### src/rtl/fft_pingpong_mem_pkg.sv
// Shared FFT definitions used by the ping-pong sample memory and the
// address generator.
//   FFT_DATA_W      : default width of one packed complex sample (re/im)
//   FFT_MAX_ADDR_W  : widest per-bank address that bit_reverse() handles
//   bit_reverse()   : reverses the low 'width' bits of an address and
//                     leaves every bit above them at zero
package fft_pingpong_mem_pkg;

    localparam int FFT_DATA_W     = 32;
    localparam int FFT_MAX_ADDR_W = 16;

    function automatic logic [FFT_MAX_ADDR_W-1:0] bit_reverse(
        input logic [FFT_MAX_ADDR_W-1:0] addr,
        input int                        width
    );
        logic [FFT_MAX_ADDR_W-1:0] rev;
        rev = '0;
        for (int i = 0; i < FFT_MAX_ADDR_W; i++) begin
            if (i < width) begin
                rev[i] = addr[width-1-i];
            end
        end
        return rev;
    endfunction

endpackage

### src/rtl/fft_mem_bank.sv
// One DEPTH x DATA_W sample bank with two write ports and two registered
// read ports.
//   clk, rst                    : clock, synchronous active-high reset
//                                 (resets only the read data registers)
//   we_1/waddr_1/wdata_1        : write port 1
//   we_2/waddr_2/wdata_2        : write port 2, wins on an address clash
//   re_1/raddr_1 -> rdata_1     : read port 1, one-cycle latency, holds
//                                 its value while re_1 is low
//   re_2/raddr_2 -> rdata_2     : read port 2, same behaviour
module fft_mem_bank
    import fft_pingpong_mem_pkg::*;
#(
    parameter int DATA_W = FFT_DATA_W,
    parameter int ADDR_W = 4
) (
    input  logic              clk,
    input  logic              rst,
    input  logic              we_1,
    input  logic [ADDR_W-1:0] waddr_1,
    input  logic [DATA_W-1:0] wdata_1,
    input  logic              we_2,
    input  logic [ADDR_W-1:0] waddr_2,
    input  logic [DATA_W-1:0] wdata_2,
    input  logic              re_1,
    input  logic [ADDR_W-1:0] raddr_1,
    output logic [DATA_W-1:0] rdata_1,
    input  logic              re_2,
    input  logic [ADDR_W-1:0] raddr_2,
    output logic [DATA_W-1:0] rdata_2
);

    localparam int DEPTH = 2 ** ADDR_W;

    logic [DATA_W-1:0] mem_q [DEPTH];
    logic [DATA_W-1:0] rdata_1_q;
    logic [DATA_W-1:0] rdata_2_q;

    // Port 2 is written last, so on a shared address its value is the one
    // that remains.
    always_ff @(posedge clk) begin
        if (we_1) begin
            mem_q[waddr_1] <= wdata_1;
        end
        if (we_2) begin
            mem_q[waddr_2] <= wdata_2;
        end
    end

    always_ff @(posedge clk) begin
        if (rst) begin
            rdata_1_q <= '0;
            rdata_2_q <= '0;
        end else begin
            if (re_1) begin
                rdata_1_q <= mem_q[raddr_1];
            end
            if (re_2) begin
                rdata_2_q <= mem_q[raddr_2];
            end
        end
    end

    assign rdata_1 = rdata_1_q;
    assign rdata_2 = rdata_2_q;

endmodule

### src/rtl/fft_pingpong_mem.sv
// Double-buffered (ping-pong) FFT sample memory.  One bank is written while
// the other is read; the banks trade roles through a swap handshake that is
// only accepted once the write bank is full.
//   clk, rst                              : clock, sync active-high reset
//   wr_en_1/wr_addr_1/wr_data_1, bitrev_en: write port 1, optional
//                                           bit-reversed addressing
//   wr_en_2/wr_addr_2/wr_data_2           : write port 2 (wins on clash)
//   rd_en_n/rd_addr_n -> rd_data_n/rd_valid_n : registered read ports
//   swap_req -> swap_ack                  : bank exchange handshake
//   wr_bank, wr_count, wr_full            : write bank status
//   collision                             : pulse, both writes hit one address
module fft_pingpong_mem
    import fft_pingpong_mem_pkg::*;
#(
    parameter int DATA_W = FFT_DATA_W,
    parameter int ADDR_W = 4
) (
    input  logic              clk,
    input  logic              rst,
    input  logic              wr_en_1,
    input  logic [ADDR_W-1:0] wr_addr_1,
    input  logic [DATA_W-1:0] wr_data_1,
    input  logic              wr_en_2,
    input  logic [ADDR_W-1:0] wr_addr_2,
    input  logic [DATA_W-1:0] wr_data_2,
    input  logic              bitrev_en,
    input  logic              rd_en_1,
    input  logic [ADDR_W-1:0] rd_addr_1,
    output logic [DATA_W-1:0] rd_data_1,
    output logic              rd_valid_1,
    input  logic              rd_en_2,
    input  logic [ADDR_W-1:0] rd_addr_2,
    output logic [DATA_W-1:0] rd_data_2,
    output logic              rd_valid_2,
    input  logic              swap_req,
    output logic              swap_ack,
    output logic              wr_bank,
    output logic [ADDR_W:0]   wr_count,
    output logic              wr_full,
    output logic              collision
);

    localparam int              DEPTH     = 2 ** ADDR_W;
    localparam logic [ADDR_W:0] DEPTH_CNT = (ADDR_W + 1)'(DEPTH);

    logic              wr_bank_q,    wr_bank_d;
    logic [ADDR_W:0]   wr_count_q,   wr_count_d;
    logic              swap_ack_q,   swap_ack_d;
    logic              collision_q,  collision_d;
    logic              rd_valid_1_q, rd_valid_1_d;
    logic              rd_valid_2_q, rd_valid_2_d;
    // Which bank each read port last fetched from; selects the bank output
    // register that currently holds that port's data.
    logic              rd_sel_1_q,   rd_sel_1_d;
    logic              rd_sel_2_q,   rd_sel_2_d;

    logic [FFT_MAX_ADDR_W-1:0] addr_1_wide;
    logic [FFT_MAX_ADDR_W-1:0] addr_1_rev;
    logic [ADDR_W-1:0]         wr_addr_1_eff;
    logic                      wr_full_now;
    logic                      swap_accept;
    logic                      clash;
    logic [1:0]                wr_inc;
    logic [ADDR_W+1:0]         count_sum;

    logic [DATA_W-1:0] bank_rdata_1 [2];
    logic [DATA_W-1:0] bank_rdata_2 [2];

    assign addr_1_wide   = FFT_MAX_ADDR_W'(wr_addr_1);
    assign addr_1_rev    = bit_reverse(addr_1_wide, ADDR_W);
    assign wr_addr_1_eff = bitrev_en ? addr_1_rev[ADDR_W-1:0] : wr_addr_1;

    assign wr_full_now = (wr_count_q == DEPTH_CNT);
    assign swap_accept = swap_req && wr_full_now;
    assign clash       = wr_en_1 && wr_en_2 && (wr_addr_1_eff == wr_addr_2);

    always_comb begin
        wr_bank_d    = wr_bank_q;
        wr_count_d   = wr_count_q;
        swap_ack_d   = 1'b0;
        collision_d  = clash;
        rd_valid_1_d = rd_en_1;
        rd_valid_2_d = rd_en_2;
        rd_sel_1_d   = rd_sel_1_q;
        rd_sel_2_d   = rd_sel_2_q;

        // A clash lands a single word, so it counts once.
        wr_inc    = clash ? 2'd1 : ({1'b0, wr_en_1} + {1'b0, wr_en_2});
        count_sum = {1'b0, wr_count_q} + (ADDR_W + 2)'(wr_inc);

        if (rd_en_1) begin
            rd_sel_1_d = ~wr_bank_q;
        end
        if (rd_en_2) begin
            rd_sel_2_d = ~wr_bank_q;
        end

        if (swap_accept) begin
            // Writes in the accepting cycle go to the old bank and are not
            // carried into the new bank's count.
            wr_bank_d  = ~wr_bank_q;
            wr_count_d = '0;
            swap_ack_d = 1'b1;
        end else if (count_sum > {1'b0, DEPTH_CNT}) begin
            wr_count_d = DEPTH_CNT;
        end else begin
            wr_count_d = count_sum[ADDR_W:0];
        end
    end

    always_ff @(posedge clk) begin
        if (rst) begin
            wr_bank_q    <= 1'b0;
            wr_count_q   <= '0;
            swap_ack_q   <= 1'b0;
            collision_q  <= 1'b0;
            rd_valid_1_q <= 1'b0;
            rd_valid_2_q <= 1'b0;
            rd_sel_1_q   <= 1'b0;
            rd_sel_2_q   <= 1'b0;
        end else begin
            wr_bank_q    <= wr_bank_d;
            wr_count_q   <= wr_count_d;
            swap_ack_q   <= swap_ack_d;
            collision_q  <= collision_d;
            rd_valid_1_q <= rd_valid_1_d;
            rd_valid_2_q <= rd_valid_2_d;
            rd_sel_1_q   <= rd_sel_1_d;
            rd_sel_2_q   <= rd_sel_2_d;
        end
    end

    // Bank gi is written while wr_bank selects it and read otherwise.
    for (genvar gi = 0; gi < 2; gi++) begin : g_bank
        logic bank_is_wr;
        assign bank_is_wr = (wr_bank_q == 1'(gi));

        fft_mem_bank #(
            .DATA_W (DATA_W),
            .ADDR_W (ADDR_W)
        ) u_bank (
            .clk     (clk),
            .rst     (rst),
            .we_1    (wr_en_1 && bank_is_wr),
            .waddr_1 (wr_addr_1_eff),
            .wdata_1 (wr_data_1),
            .we_2    (wr_en_2 && bank_is_wr),
            .waddr_2 (wr_addr_2),
            .wdata_2 (wr_data_2),
            .re_1    (rd_en_1 && !bank_is_wr),
            .raddr_1 (rd_addr_1),
            .rdata_1 (bank_rdata_1[gi]),
            .re_2    (rd_en_2 && !bank_is_wr),
            .raddr_2 (rd_addr_2),
            .rdata_2 (bank_rdata_2[gi])
        );
    end

    assign rd_data_1  = bank_rdata_1[rd_sel_1_q];
    assign rd_data_2  = bank_rdata_2[rd_sel_2_q];
    assign rd_valid_1 = rd_valid_1_q;
    assign rd_valid_2 = rd_valid_2_q;
    assign swap_ack   = swap_ack_q;
    assign wr_bank    = wr_bank_q;
    assign wr_count   = wr_count_q;
    assign wr_full    = wr_full_now;
    assign collision  = collision_q;

endmodule

### config.mk
export PLATFORM = sky130hd
export DESIGN_NAME = fft_pingpong_mem
export DESIGN_NICKNAME = d
export VERILOG_FILES = /design/src/rtl/fft_pingpong_mem_pkg.sv /design/src/rtl/fft_mem_bank.sv /design/src/rtl/fft_pingpong_mem.sv
export SDC_FILE = /design/constraint.sdc
export NUM_CORES = 2
export LEC_CHECK = 0
export CELL_PAD_IN_SITES_DETAIL_PLACEMENT = 0
export CELL_PAD_IN_SITES_GLOBAL_PLACEMENT = 1
export CORE_MARGIN = 5
export CORE_UTILIZATION = 49
export CTS_BUF_LIST = sky130_fd_sc_hd__clkbuf_8
export CTS_CLUSTER_DIAMETER = 200
export DETAILED_ROUTE_END_ITERATION = 7
export HOLD_SLACK_MARGIN = 0.12
export MAX_ROUTING_LAYER = met4
export PLACE_DENSITY = 0.86
export SLEW_MARGIN = 30
export SYNTH_ARGS = -nofsm -noshare
export SYNTH_HDL_FRONTEND = slang
export SYNTH_SLANG_ARGS = --single-unit
### constraint.sdc
create_clock -name clk -period 4.49 [get_ports clk]
set_clock_uncertainty 0.05 [all_clocks]
set_input_delay 1.1225 -clock clk [delete_from_list [all_inputs] [get_ports clk]]
set_output_delay 1.1225 -clock clk [all_outputs]
set_load 0.05 [all_outputs]
== Yosys cells after proc, flatten, opt, wreduce, memory -nomap -nowiden ==
Memory sizes are Yosys's and may differ from the RTL's. A register that Yosys moved wholly into a read port is not among the register bits.
Index checks and enable logic that the tools add are counted.
Widths: inputs -> output; s select.
Storage, ports and cells
  bits in registers: 12
  latch bits: 0
  memory bits (writable): 1024
  ROM bits: 0
  bits of input ports: 88
  memories: 2
Memories
  g_bank[0].u_bank.mem_q: depth 16, bits a word 32, read ports 2, clocked after Yosys merged registers in 2, write ports 2, RTL line fft_mem_bank.sv:34  | logic [DATA_W-1:0] mem_q [DEPTH];
  g_bank[1].u_bank.mem_q: depth 16, bits a word 32, read ports 2, clocked after Yosys merged registers in 2, write ports 2, RTL line fft_mem_bank.sv:34
Operators by class
  add/sub/neg operators: 2
  multipliers: 0
  divide/modulo/power cells: 0
  order comparisons: 3
  equality and inequality tests: 2
  shift-type cells: 0
  muxes and demuxes: 18
  bitwise logic cells: 3
  reduce and logical (&&, ||, !) cells: 14
Operators with widths (number)
  $mux 32: 6
  $logic_and 1x1->1: 11
  $mux 1: 9
  $add 5x2->6: 1
  $gt 6x5->1 const B: 1
  $eq 5x5->1 const B: 1
  $mux 5: 1
  $eq 4x4->1: 1
  $ge 2x2->1 const B: 2
  $mux 4: 1
  $not 1->2: 2
  $reduce_or 3->1: 1
  $add 1x1->2: 1
  $mux 2: 1
  $reduce_or 2->1: 1
  $logic_not 1->1: 1
  $not 1->1: 1

== Depth between registers and ports, before layout ==
  depth after elaboration: 7
  mapped depth: 12

== Cells and area by module ==
From an unflattened synthesis, not the netlist that was laid out.
Unflattened totals
  cells, all modules: 5259
  area total of the unflattened synthesis: 66706.5 um^2
Modules (own cells, without submodules)
  fft_mem_bank: instances 2, cells each 2552, area an instance 32597.5 um^2, seq. area each 16656.0 um^2
  fft_pingpong_mem: instances 1, cells each 155, area an instance 1511.4 um^2, seq. area each 240.2 um^2

== Least setup slack after synthesis ==
Ideal clock, no wire load.
  path type: input to register
  start point: input wr_addr_1[0]
  end point: memory g_bank[1].u_bank.mem_q[8][0] in the netlist's numbering, enable pin
  data arrival time: 4.192 ns
  required time: 3.974 ns
  setup slack: -0.218 ns
  stages on the path: 5
  buffers on the path: 1
  cells stage by stage: clkbuf_1 > nor2b_1 > a21oi_1 > nand3b_1 > o21ai_0
RTL lines
  start: declaration: RTL line fft_pingpong_mem.sv:21  | input logic [ADDR_W-1:0] wr_addr_1,
  end: declaration: RTL line fft_mem_bank.sv:34

== Worst setup path in the final report ==
  start point: register rd_sel_2_q
  end point: output rd_data_2[18]
Between the ends
  cells in the longest elaborated chain, start to end: 4
Ends and longest elaborated chain
  start: declaration: RTL line fft_pingpong_mem.sv:55  | logic rd_sel_2_q, rd_sel_2_d;
  start signal: assignment: RTL line fft_pingpong_mem.sv:129  | rd_sel_2_q <= rd_sel_2_d;
  $not 1->2 (implied by the code): RTL line fft_pingpong_mem.sv:160  | assign rd_data_2 = bank_rdata_2[rd_sel_2_q];
  $mux 32 (implied by the code) (3 in series): RTL line fft_pingpong_mem.sv:160
  end: declaration: RTL line fft_pingpong_mem.sv:33  | output logic [DATA_W-1:0] rd_data_2,
Every way passes these cells. The select of a mux whose other input is x is not followed.

==> results.sh <==
export IMPL_outcome="finished, final reports clean"
export IMPL_drtIter0Drc=6485
export IMPL_irDropWorstVdd_mv=0.359
export IMPL_start_util_pct=49.2
export IMPL_yosysMostFrequentCell="mux2_2"
export IMPL_vias=48778
export IMPL_die_height_um=379
export IMPL_synthTopCellsByArea="edfxtp_1 46%, mux2_2 17%, mux2i_1 15%"
export IMPL_synth_top_cell_area_share_pct=46.2
export IMPL_antenna_found_initial=7
export IMPL_viasPerCell=6.69
export IMPL_ios=163
export IMPL_drc=0
export IMPL_postPlaceCellArea_um2=70800
export IMPL_wl_per_cell_um=31.6
export IMPL_critical_path_buf_inv_count=2
export IMPL_area_delta_synth_final_pct=12.1
export IMPL_fmax_mhz=232
export IMPL_setup_worst_path_start_class="register"
export IMPL_met3_usage_pct=7.47
export IMPL_fin_area_um2=74600
export IMPL_critPathKind="register to output port"
export IMPL_fin_crit_ns=4.30
export IMPL_cts_setup_buffers=0
export IMPL_grt_max_degree=77
export IMPL_finalSetupViolCount=0
export IMPL_port_buffers=162
export IMPL_die_area_um2=143000
export IMPL_root_buffer="clkbuf_8"
export IMPL_grt_usage_pct=32.2
export IMPL_arrival_ns=3.13
export IMPL_synth_seq_area_share_pct=50.4
export IMPL_path_clk_slew_ns=0.06
export IMPL_crit_chain="buf_4, mux2_2, clkdlybuf4s50_1"
export IMPL_core_um2=135000
export IMPL_cp_max_fo=13
export IMPL_grt_overflow=0
export IMPL_cts_tree="yes"
export IMPL_gp_congestion=0.933
export IMPL_cp_required_ns=3.32
export IMPL_netlist_instances=5335
export IMPL_synthesis_nets=5427
export IMPL_fin_util_pct=55.1
export IMPL_crit_slowest_cell="clkdlybuf4s50_1"
export IMPL_grt_busiest_layer="met2"
export IMPL_synth_main_ff_cell="edfxtp_1"
export IMPL_synth_seq_cells=1164
export IMPL_numCtsBuffers=195
export IMPL_synth_common_cells="1030 x mux2_2, 1026 x mux2i_1, 1024 x edfxtp_1, 398 x nand2_1, 387 x nand3_1"
export IMPL_post_route_period_util_pct=95.9
export IMPL_slew_violations=0
export IMPL_rsz0062_at_grt="false"
export IMPL_cp_end_kind="output port"
export IMPL_slew_headroom_pct=36.8
export IMPL_tightestPinTransition_ns=0.947
export IMPL_core_rowCount=135
export IMPL_max_clock_path_buffers=3
export IMPL_hp_class="register to register"
export IMPL_htreeDepth=4
export IMPL_met2_usage_pct=48.7
export IMPL_hold_viol=0
export IMPL_drv_cap=0
export IMPL_power_density_nw_per_um2=327
export IMPL_layout_drive_gt1_share_pct=31.5
export IMPL_dpl_hpwl_mm=137
export IMPL_critPathMaxStageDelay_ns=0.75
export IMPL_clock_sinks=1164
export IMPL_grt_pass1_wl_mm=326
export IMPL_ys_warn_count=0
export IMPL_synth_edf_count=1024
export IMPL_wl_mm=230
export IMPL_fillers=11055
export IMPL_drtAntennaViolNets=0
export IMPL_cp_top_family="buffers and inverters"
export IMPL_worstSkewPairLatency_ns=0.98
export IMPL_nets=5433
export IMPL_grt_pass1_vias=47997
export IMPL_synth_avg_cell_area_um2=12.5
export IMPL_ys_async_sr_fraction_pct=0
export IMPL_dr_pass1_iters=6
export IMPL_yosys_area_top_type="edfxtp_1"
export IMPL_synth_distinct_cells=50
export IMPL_die_x_um=379
export IMPL_grtUsageMet1_pct=41.1
export IMPL_syn_cell_area_um2=66600
export IMPL_p_leak_nw=28.1
[power by group]
group	internal, W	switching, W	leakage, nW
Sequential	0.0120	0.000105	10.4
Clock	0.00487	0.00462	2.22
Combinational	0.00109	0.00172	15.5
[what timing repair did]
item,in CTS,in global routing
hold buffers,0,0
endpoints found under the setup margin,8,0
resized for setup,1,0
[kinds of logic (layout without fill, tap and decap cells)]
family	Yosys count	after routing	synth area share (%)
AO/OA/AOI/OAI	574	574	5.39
XOR/XNOR	2	2	0.0263
adder cells (fa/ha/maj)	4	4	0.0865
buffers and inverters	597	770	3.86
flip-flops	1164	1164	50.4
multiplexers	2114	2114	34.2
other	0	7	0
AND/OR/NAND/NOR	880	880	6.06
[per-stage QoR]
step / worst slack, ns / total power (W) / TNS (ns) / hold slack [ns] / cells
floorplan: -0.209 / 0.0141 / -36.87 / 0.370 / 5335
global placement: 0.218 / 0.0150 / 0 / 0.378 / 6921
detailed placement: 0.391 / 0.0150 / 0 / 0.389 / 6924
CTS: 0.146 / 0.0244 / 0 / 0.402 / 7288
global route: 0.194 / 0.0251 / 0 / 0.424 / 7294
finish: 0.186 / 0.0244 / 0 / 0.401 / 7296
[state kept, by name (all words and copies together) (netlist names)]
signal                 cells
g_bank.u_bank.mem_q     1024
swap_ack                   1
rd_valid_2                 1
g_bank.u_bank.rdata_1     64
rd_valid_1                 1
wr_count                   5
g_bank.u_bank.rdata_2     64
rd_sel_2_q                 1
collision                  1
wr_bank                    1
rd_sel_1_q                 1
[layer usage]
metal / share of wire, % / wire [um]
met5: 0 / 0
met4: 5.3 / 12300
met3: 12 / 27400
met2: 45 / 104000
met1: 38 / 87000
[path summary, 6_finish.rpt]
kind                                start                            end  slack, ns  cells past startpoint
max reg2reg                       wr_bank  g_bank[0].u_bank.mem_q[0][19]       1.33                      6
min reg2reg  g_bank[0].u_bank.rdata_1[20]   g_bank[0].u_bank.rdata_1[20]       0.40                      2
min          g_bank[0].u_bank.rdata_1[20]   g_bank[0].u_bank.rdata_1[20]       0.40                      2
max                            rd_sel_2_q                  rd_data_2[18]       0.19                      3
[cells in the final DEF, fill, tap and decap left out, types with 10 or more instances in the layout]
cell / Yosys / routed
nand3_1: 387 / 387
dfxtp_1: 140 / 138
clkdlybuf4s50_1: 0 / 99
clkinv_1: 0 / 33
inv_1: 8 / 73
mux2_2: 1030 / 1030
nor2_4: 0 / 11
nand2_2: 0 / 10
mux2_4: 58 / 58
buf_2: 180 / 61
buf_4: 9 / 181
clkbuf_8: 0 / 225
o21ai_4: 0 / 15
nand2_1: 398 / 388
a21oi_1: 269 / 265
a22oi_1: 256 / 256
nor2_1: 26 / 15
clkinv_2: 0 / 22
mux2i_1: 1026 / 1026
buf_12: 0 / 53
edfxtp_1: 1024 / 1024
[layout make-up]
class	count	area, um^2	share of cell area (%)
diodes	7	17.5	0.0235
inverters	8	30.0	0.0403
clock buffers	225	3100	4.15
well taps	1781	2230	2.99
repair buffers	398	3800	5.10
flip-flops and latches	1164	33600	45.0
multi-input cells	3574	31100	41.7
clock inverters	139	776	1.04
[worst min-delay path: cells and delay by family (launching register included)]
kind             cells  cell delay, ns
flip-flops           1            0.32
AND/OR/NAND/NOR      2            0.10
Power figures use the tool's default switching activity.
